--- src/rtl/status_clear_arbiter.sv ---
// Round-robin arbiter for three status-clear requesters feeding a toggle CDC channel.
// Define STATUS_CLR_MERGE_EN to merge all concurrent requests into one transfer.
module status_clear_arbiter #(
    parameter logic [7:0] ACK_TIMEOUT = 8'd255
) (
    input  logic        SCK,
    input  logic        RST_sync,
    input  logic [2:0]  clr_req,
    input  logic [13:0] clr_mask0,
    input  logic [13:0] clr_mask1,
    input  logic [13:0] clr_mask2,
    input  logic        err_clr,
    input  logic        status_clr_ack_tgl_hf,
    output logic [2:0]  clr_done,
    output logic        busy,
    output logic        timeout_err,
    output logic        status_clr_req_tgl_sck,
    output logic [7:0]  status_clr_lo_sck,
    output logic [5:0]  status_clr_hi_sck
);

    typedef enum logic [2:0] {
        IDLE,
        LATCH,
        SEND,
        WAIT_ACK,
        DONE
    } state_t;

    state_t      state;
    state_t      state_n;
    logic        ack_meta;
    logic        ack_s;
    logic [7:0]  cnt;
    logic [1:0]  last_winner;
    logic [1:0]  win_q;
    logic [1:0]  win_idx;
    logic [2:0]  win_oh;
    logic [2:0]  grant_set;
    logic [2:0]  grant_q;
    logic [13:0] mask_sel;
    logic [13:0] mask_q;
    logic        match;
    logic        timeout_evt;

    always_ff @(posedge SCK or posedge RST_sync) begin
        if (RST_sync) begin
            ack_meta <= 1'b0;
            ack_s    <= 1'b0;
        end else begin
            ack_meta <= status_clr_ack_tgl_hf;
            ack_s    <= ack_meta;
        end
    end

    // Search order starts at the requester after the previous winner.
    always_comb begin
        win_oh = 3'b000;
        unique case (last_winner)
            2'd0: begin
                if (clr_req[1])      win_oh = 3'b010;
                else if (clr_req[2]) win_oh = 3'b100;
                else if (clr_req[0]) win_oh = 3'b001;
            end
            2'd1: begin
                if (clr_req[2])      win_oh = 3'b100;
                else if (clr_req[0]) win_oh = 3'b001;
                else if (clr_req[1]) win_oh = 3'b010;
            end
            default: begin
                if (clr_req[0])      win_oh = 3'b001;
                else if (clr_req[1]) win_oh = 3'b010;
                else if (clr_req[2]) win_oh = 3'b100;
            end
        endcase
    end

    assign win_idx = win_oh[2] ? 2'd2 : (win_oh[1] ? 2'd1 : 2'd0);

`ifdef STATUS_CLR_MERGE_EN
    assign grant_set = clr_req;
`else
    assign grant_set = win_oh;
`endif

    assign mask_sel = ({14{grant_set[0]}} & clr_mask0)
                    | ({14{grant_set[1]}} & clr_mask1)
                    | ({14{grant_set[2]}} & clr_mask2);

    assign match       = (ack_s == status_clr_req_tgl_sck);
    assign timeout_evt = (state == WAIT_ACK) && !match && (cnt == ACK_TIMEOUT);

    always_ff @(posedge SCK or posedge RST_sync) begin
        if (RST_sync) state <= IDLE;
        else          state <= state_n;
    end

    always_comb begin
        state_n = state;
        unique case (state)
            IDLE:     if (|clr_req) state_n = LATCH;
            LATCH:    state_n = (mask_q != 14'd0) ? SEND : DONE;
            SEND:     state_n = WAIT_ACK;
            WAIT_ACK: if (match) state_n = DONE;
            DONE:     state_n = IDLE;
            default:  state_n = IDLE;
        endcase
    end

    // The mask is captured at grant so it is stable a cycle before the toggle.
    always_ff @(posedge SCK or posedge RST_sync) begin
        if (RST_sync) begin
            grant_q                <= 3'b000;
            win_q                  <= 2'd0;
            mask_q                 <= 14'd0;
            status_clr_req_tgl_sck <= 1'b0;
            cnt                    <= 8'd0;
            last_winner            <= 2'd2;
            timeout_err            <= 1'b0;
        end else begin
            if (state == IDLE && |clr_req) begin
                grant_q <= grant_set;
                win_q   <= win_idx;
                mask_q  <= mask_sel;
            end
            if (state == LATCH && state_n == SEND)
                status_clr_req_tgl_sck <= ~status_clr_req_tgl_sck;
            if (state == SEND)
                cnt <= 8'd0;
            else if (state == WAIT_ACK && !match && cnt != ACK_TIMEOUT)
                cnt <= cnt + 8'd1;
            if (state == DONE)
                last_winner <= win_q;
            if (timeout_evt)
                timeout_err <= 1'b1;
            else if (err_clr)
                timeout_err <= 1'b0;
        end
    end

    assign status_clr_lo_sck = mask_q[7:0];
    assign status_clr_hi_sck = mask_q[13:8];
    assign clr_done          = (state == DONE) ? grant_q : 3'b000;
    assign busy              = (state != IDLE);

endmodule

--- config.mk ---
export PLATFORM = sky130hd
export DESIGN_NAME = status_clear_arbiter
export DESIGN_NICKNAME = d
export VERILOG_FILES = /design/src/rtl/status_clear_arbiter.sv
export SDC_FILE = /design/constraint.sdc
export NUM_CORES = 1
export LEC_CHECK = 0
export CORE_MARGIN = 10
export CORE_UTILIZATION = 44
export CTS_CLUSTER_DIAMETER = 60
export DETAILED_ROUTE_END_ITERATION = 10
export PLACE_DENSITY = 0.8
export SYNTH_ARGS = -nofsm -noshare
export SYNTH_HDL_FRONTEND = slang
export SYNTH_SLANG_ARGS = --single-unit
--- constraint.sdc ---
create_clock -name SCK -period 2.09 [get_ports SCK]
set_input_delay 0.209 -clock SCK [delete_from_list [all_inputs] [get_ports SCK]]
set_output_delay 0.209 -clock SCK [all_outputs]
set_load 0.02 [all_outputs]
Yosys cells after proc, flatten, opt, wreduce, memory -nomap -nowiden
Cells that the tools add are included.
Word-level totals
  output and inout port bits: 20
  latch bits: 0
  memory bits (writable): 0
  memories: 0
  word-level logic and storage cells: 60
  input port bits: 49
  bits in read-only memories: 0
  register bits: 36
Operators by class
  div/mod/pow operators: 0
  bitwise operators: 6
  add/sub/neg operators: 1
  shift operators: 0
  $lt $le $gt $ge: 0
  reductions and logical operators: 13
  multiplexer cells: 21
  multiply operators: 0
  equal/unequal tests: 9
Operator list (number)
  AND 14 bit: 3
  two-way mux 3 bit: 10
  bitwise OR 14 bit: 2
  two-way mux 8 bit: 2
  nonzero test 14 bit: 1
  one-hot mux 3 bit (4 select lines): 1
  == test 3 x 2 -> 1 bit, second input constant: 3
  adder 8 x 1 -> 8 bit, second input constant: 1
  == test 8 bit, second input constant: 1
  != test 8 bit, second input constant: 1
  two-way mux 2 bit: 3
  one-hot mux 3 bit (2 select lines): 1
  logical AND 1 bit: 5
  two-way mux 1 bit: 4
  nonzero test 2 bit: 2
  == test 3 x 1 -> 1 bit, second input constant: 1
  == test 3 bit, second input constant: 1
  logical NOT 3 bit: 1
  nonzero test 3 bit: 1
  OR reduction 3 bit: 1
  == test 2 x 1 -> 1 bit, second input constant: 1
  logical NOT 2 bit: 1
  == test 1 bit: 1
  logical NOT 1 bit: 1
  inverter 1 bit: 1

Longest topological paths before layout
Gate-level depths: netlist (run 1).
  word-level depth: 7
  depth in mapped cells: 6
  depth with buffers taken out: 5

Worst setup path before layout (run 1)
OpenSTA, ideal clock, no wires.
  path kind: flip-flop to flip-flop
  from: reg state[0]
  to: reg mask_q[13]
  library setup time: 0.127 ns
  path slack: 0.422 ns
  path buffers: 2
  arrival: 1.541 ns
  cell stages (with the launch flop): 7
  cells stage by stage: dfrtp_1 or3_4 or2_1 buf_2 buf_6 a21oi_1 a21oi_1
On the way
  longest elaborated chain between the ends: 2
RTL lines
  start, declared: line 30  | state_t state;
  start signal, assigned: line 95  | else state <= state_n;
  logical NOT 3 bit: line 121  | if (state == IDLE && |clr_req) begin
  logical AND 1 bit: line 121
  end signal, assigned: line 124  | mask_q <= mask_sel;
  end, declared: line 42  | logic [13:0] mask_q;
No other way between the ends.
A chain may end at the register's enable or synchronous reset.

Worst setup path in the final report (run 1)
  from: reg state[1]
  to: out busy
On the way
  longest elaborated chain between the ends: 1
RTL lines
  nonzero test 3 bit: line 144  | assign busy = (state != IDLE);
  end, declared: line 15  | output logic busy,
No other way between the ends.

==> out/qor.csv, run 1 <==
stage,metric,value,unit
finish,count of nets after finishing,316,
timing,final cycle utilization of the critical path,93.2,%
worst_setup_path,FF-to-FF Start,state[1],
clock_network,Clock Latency Late Sink,290,ps
timing,Setup TNS,0,ps
global_routing,first-pass GRT wire length,8.88,mm
timing,Layout Skew,4.98,ps
floorplanning,Ports,69,
finish,Diodes inserted,0,
synthesis,Mapped Cells,191,
worst_setup_path,critical path arrival,1740,ps
detailed_routing,Avg Vias per Cell,5.56,
worst_setup_path,reg2reg path depth,4,
power,Power Density,1250,nW/µm²
global_routing,largest net degree at the start of global routing,36,
synthesis,Post-Syn Area per Cell,9.38,µm²
worst_setup_path,Critical Path End Type,output pin,
clock_network,CTS max path bufs,2,
power,LEAKAGE,1.10,nW
clock_network,buffers inserted during post-CTS setup optimization,0,
synthesis,Synth warnings,0,
synthesis,post-synth net total,241,
detailed_routing,drt drc,0,
timing,Final Hold Viols,0,
worst_setup_path,Worst setup SP type,flop,
worst_setup_path,reg2reg end,mask_q[13],
synthesis,register bit total from synthesis,35,
power,maximum VDD drop,0.711,mV
synthesis,"FFs w/ async S/R, synth",100,%
detailed_routing,first drt pass iteration count,4,
floorplanning,die width,83.8,µm
clock_network,CTS sink count,35,
floorplanning,Initial Utilization,45.1,%
worst_hold_path,HP Class,in -> async,
finish,Final Instance Area,2660,µm²
timing,min Tclk post-route,1950,ps
synthesis,mapped cell area,1790,µm²
detailed_routing,number of DRC markers in iteration 0,64,
power,Pwr Total,3.34,mW
detailed_routing,Post-DRT Antenna Nets,0,
global_routing,total global routing overflow,0,
placed_design,gpl congestion,0.785,
clock_network,PostCTS Resize Cnt,4,
timing,FMAX,0.513,GHz
clock_network,"CTS clk-pin slew, worst paths",70,ps
synthesis,"Seq/Total Area, Yosys",49.0,%
detailed_routing,DRT Wirelength,5.28,mm
clock_network,CTS Root Cell,clkbuf_8,
clock_network,CTS tree,done,
floorplanning,Core ar.,3970,µm²
clock_network,hold buffer count at cts,0,
worst_setup_path,Critical Path Fanout Max,12,
floorplanning,Die Y,83.8,µm
worst_setup_path,R2R Setup Slk,310,ps
placed_design,number of port buffers,68,
worst_setup_path,Critical Path RT,1880,ps
run_status,status,"finished, final reports clean",
clock_network,H-tree Lvls,2,
placed_design,Detailed Place HPWL,4.01,mm
timing,final setup vio count,0,
clock_network,CTS Buf Count,5,
timing,Max Transition Viols Final,0,
finish,share of layout cells above drive strength 1,11.2,%
detailed_routing,wire length per cell,16.6,µm
job,Max Cap Violations,0,
placed_design,post-placement cell area,2560,µm²
global_routing,initial antenna violation count,0,
timing,Slew HR,54.0,%
floorplanning,row cnt,23,
global_routing,Tot GR Track Use,15.2,%
synthesis,Synth cell types,42,
timing,Least-Margin Pin Slew,686,ps
global_routing,vias in the first global route,1863,
finish,area grow syn2layout,48.7,%
detailed_routing,Via Count,1762,
synthesis,"EDFF count, synth",0,
synthesis,Post-synth top flop,dfrtp_1,
worst_setup_path,WS Path Type,reg -> out,
timing,RSZ-0062 raised after global routing,no,
floorplanning,die footprint,7020,µm²
metrics by stage:
step / setup slack [ps] / hold slack (ps) / cells / utilization (%)
after floorplan: 422 / 240 / 191 / -
after global placement: -1.01 / 343 / 309 / 64.4
after detailed placement: -130 / 348 / 309 / 64.4
after CTS: 99.0 / 335 / 317 / 66.9
after global routing: 86.9 / 353 / 317 / 67.1
final: 141 / 324 / 317 / 67.1
critical path, stage by stage, from the launching register on:
cell and delay [ps]:
dfrtp_2 480, or3_4 410, clkdlybuf4s50_1 560
where the power goes:
group / leakage (nW) / total [mW] / internal [mW] / switching, mW
Clock: 0.0505 / 0.553 / 0.300 / 0.254
Sequential: 0.426 / 1.17 / 0.935 / 0.237
Combinational: 0.623 / 1.61 / 0.747 / 0.863
state kept, by name (all words and copies together), names as in the netlist:
signal / count
state: 3
last_winner: 2
mask_q: 14
timeout_err: 1
ack_s: 1
cnt: 8
status_clr_req_tgl_sck: 1
grant_q: 2
ack_meta: 1
win_q: 2
routing by layer:
metal	track usage, %	vias to the layer above	share of wire (%)	wire length, µm
met5	0	-	0	0
met4	4.11	0	1.0	53
met3	9.86	5	12	655
met2	24.0	65	48	2510
met1	16.4	850	39	2050
li1	-	842	-	-
placed cells by master, fill, tap and decap left out, types with 2 or more instances in the layout:
cell type | netlist | layout
a21oi_1 | 34 | 34
nand3b_1 | 2 | 2
dlygate4sd2_1 | 0 | 3
o21ai_0 | 4 | 4
nor3b_1 | 2 | 2
inv_1 | 3 | 3
or4_1 | 2 | 2
buf_4 | 0 | 6
dfrtp_1 | 34 | 33
nand4_1 | 2 | 2
clkbuf_8 | 0 | 7
mux2_2 | 2 | 2
nor4_1 | 5 | 5
nor2_1 | 19 | 19
clkdlybuf4s50_1 | 0 | 65
and2_1 | 4 | 4
nor3_1 | 2 | 2
mux2i_1 | 3 | 3
o31ai_1 | 2 | 2
nand3_1 | 4 | 4
nand2b_1 | 3 | 3
xnor2_1 | 2 | 2
a22oi_1 | 14 | 14
nand2_1 | 22 | 22
worst max path at each step:
stage / startpoint / cells after the start / endpoint / slack (ps)
floorplan: state[0] / 6 / mask_q[13] / 420
global placement: clr_req[1] / 5 / mask_q[8] / -1
detailed placement: clr_req[1] / 5 / mask_q[6] / -130
CTS: last_winner[1] / 4 / mask_q[1] / 100
global route: state[1] / 2 / busy / 90
finish: state[1] / 2 / busy / 140
logic make-up after synthesis:
logic type	count (synthesis)	share of synthesized area (%)
buffers and inverters	10	3.07
adder cells (fa/ha/maj)	1	0.698
multiplexers	5	2.93
AND/OR/NAND/NOR	78	22.6
XOR/XNOR	3	1.89
AO/OA/AOI/OAI	59	19.9
flip-flops	35	49.0
cell usage after synthesis (3+ instances only):
master | count | area, µm²
nor2_1 | 19 | 71.3
a22oi_1 | 14 | 105
dfrtp_1 | 34 | 851
clkbuf_1 | 3 | 11.3
o21ai_0 | 4 | 20.0
nand2b_1 | 3 | 18.8
nor4_1 | 5 | 31.3
nand2_1 | 22 | 82.6
inv_1 | 3 | 11.3
a21oi_1 | 34 | 170
mux2i_1 | 3 | 30.0
nand3_1 | 4 | 20.0
and2_1 | 4 | 25.0
final cells by class:
cell class	instances	area (µm²)
fill	330	1310
inverter	3	11.3
clock inverter	1	7.51
tap	50	62.6
timing repair buffer	75	742
multi-input combinational	146	866
sequential	35	878
clock buffer	7	96.3
Power figures use the tool's default switching activity.
==> run 2, diff against run 1 <==
- CORE_MARGIN: 10 -> 3
- SKIP_CTS_REPAIR_TIMING: default -> 1
==> run 2 against run 1 <==
Effect of this change:
- critical path depth did not move
- core utilization rose by 2.5 points
- routed wire length fell by 9.5%
- register-to-register slack got worse by 50 ps
- maximum frequency rose by 1.4%
- final area fell by 0.80%
- total power fell by 1.4%
- hold slack improved by 5.5 ps
- die area fell by 31%
- count of clock-buffer cells in the layout rose by 1
- clock skew fell by 0.92 ps
- critical endpoint unchanged
- largest power group unchanged
- highest routed layer unchanged
==> out/qor.csv, run 2 (synthesized netlist as in run 1, its figures left out) <==
stage,metric,value,unit
run_status,status,"finished, final reports clean",
floorplanning,Initial Utilization,47.2,%
clock_network,CTS Buf Count,5,
power,LEAKAGE,1.13,nW
power,maximum VDD drop,0.666,mV
timing,Slew HR,51.9,%
timing,min Tclk post-route,1920,ps
power,Net Switching,1.33,mW
floorplanning,Core ar.,3800,µm²
detailed_routing,drt drc,0,
floorplanning,Die Y,69.8,µm
worst_setup_path,critical path arrival,1710,ps
detailed_routing,wire length per cell,15.2,µm
power,sw frac,40.4,%
power,Power Density,1250,nW/µm²
timing,FMAX,0.520,GHz
power,Clock Power Share,16.5,%
finish,Regs by FF count,"mask_q: 14 flops, cnt: 8 flops, state: 3 flops",
timing,Setup TNS,0,ps
finish,max reg flops,14,
power,Internal Power,1.96,mW
power,register share of total power,35.8,%
floorplanning,Ports,69,
clock_network,H-tree Lvls,2,
clock_network,"CTS clk-pin slew, worst paths",70,ps
clock_network,CTS tree,done,
global_routing,vias in the first global route,1732,
job,Max Cap Violations,0,
finish,Top reg by flops,mask_q,
worst_setup_path,Critical Path End Type,output pin,
detailed_routing,number of DRC markers in iteration 0,87,
finish,Diodes inserted,0,
finish,"commonest non-fill, non-tap cell in the layout",clkdlybuf4s50_1,
clock_network,CTS sink count,35,
worst_setup_path,Critical Path Fanout Max,12,
placed_design,Detailed Place HPWL,3.54,mm
worst_setup_path,Critical Path RT,1880,ps
power,Pwr Total,3.29,mW
timing,Layout Skew,4.06,ps
placed_design,gpl congestion,0.767,
finish,share of layout cells above drive strength 1,10.2,%
placed_design,number of port buffers,68,
detailed_routing,Via Count,1702,
finish,count of nets after finishing,315,
timing,Final Hold Viols,0,
clock_network,Clock Latency Late Sink,290,ps
global_routing,total global routing overflow,0,
timing,final cycle utilization of the critical path,92.0,%
timing,final setup vio count,0,
detailed_routing,first drt pass iteration count,4,
detailed_routing,DRT Wirelength,4.77,mm
detailed_routing,Post-DRT Antenna Nets,0,
timing,RSZ-0062 raised after global routing,no,
global_routing,largest net degree at the start of global routing,36,
floorplanning,die width,69.8,µm
global_routing,Tot GR Track Use,20.9,%
clock_network,CTS max path bufs,2,
floorplanning,row cnt,22,
timing,Max Transition Viols Final,0,
detailed_routing,Avg Vias per Cell,5.42,
floorplanning,die footprint,4870,µm²
power,combinational share of power,47.7,%
timing,Least-Margin Pin Slew,721,ps
finish,area grow syn2layout,47.5,%
worst_setup_path,WS Path Type,reg -> out,
worst_setup_path,Worst setup SP type,flop,
global_routing,initial antenna violation count,0,
finish,most frequent cells in the layout,"clkdlybuf4s50_1 (65), a21oi_1 (34), dfrtp_1 (33)",
worst_hold_path,HP Class,in -> async,
global_routing,first-pass GRT wire length,8.02,mm
clock_network,CTS Root Cell,clkbuf_8,
## run 2: changes by cell type in the layout (fill, tap and decap cells not counted), sizes merged
cell	delta
dlygate4sd2	-3
dlymetal6s2s	+3
buf	-1
clkbuf	+1
clkinvlp	-1
## run 2: critical path: stages, from the launching register on
cell             delay, ps
dfrtp_2                480
or3_4                  410
clkdlybuf4s50_1        540
## run 2: stage by stage
stage | utilization [%] | setup WS [ps] | hold slack (ps) | cell area, µm² | std cells
after floorplan | - | 422 | 240 | 1790 | 191
after global placement | 66.7 | 335 | 334 | 2530 | 306
after detailed placement | 66.7 | 293 | 335 | 2530 | 306
after CTS | 69.3 | -20.4 | 341 | 2630 | 314
after global routing | 69.6 | 125 | 356 | 2640 | 314
final | 69.6 | 168 | 329 | 2640 | 314
## run 2: layer usage
metal	wire length, µm	global-route usage (%)	vias up
met1	2000	24.5	802
met5	0	0	-
met2	2340	34.8	54
met4	66	7.45	0
li1	-	-	842
met3	364	8.12	4
## run 2: cell type report
type	count	area, µm²
clock buffers	8	100
fillers	307	1160
inverters	3	11.3
multi-input cells	146	860
flip-flops and latches	35	878
well taps	48	60.1
repair buffers	74	733
## run 2: power groups by stage
stage | Sequential, mW | Combinational, mW | Clock, mW
2_1_floorplan | 1.29 | 0.819 | 0
3_3_place_gp | 1.17 | 1.54 | 0
3_5_place_dp | 1.18 | 1.57 | 0
4_1_cts | 1.17 | 1.59 | 0.555
5_1_grt | 1.21 | 1.75 | 0.580
6_report | 1.18 | 1.57 | 0.543
## run 2: path summary, 6_finish.rpt
check | startpoint | endpoint | slack (ps) | depth (start not counted)
worst max-delay path | state[1] | busy | 170 | 2
worst min-delay path | RST_sync | cnt[0] | 330 | 3
min in group SCK | ack_meta | ack_s | 340 | 0
worst min register to register | ack_meta | ack_s | 340 | 0
worst max register to register | state[1] | mask_q[2] | 260 | 4
max in group asynchronous | RST_sync | state[1] | 1430 | 3
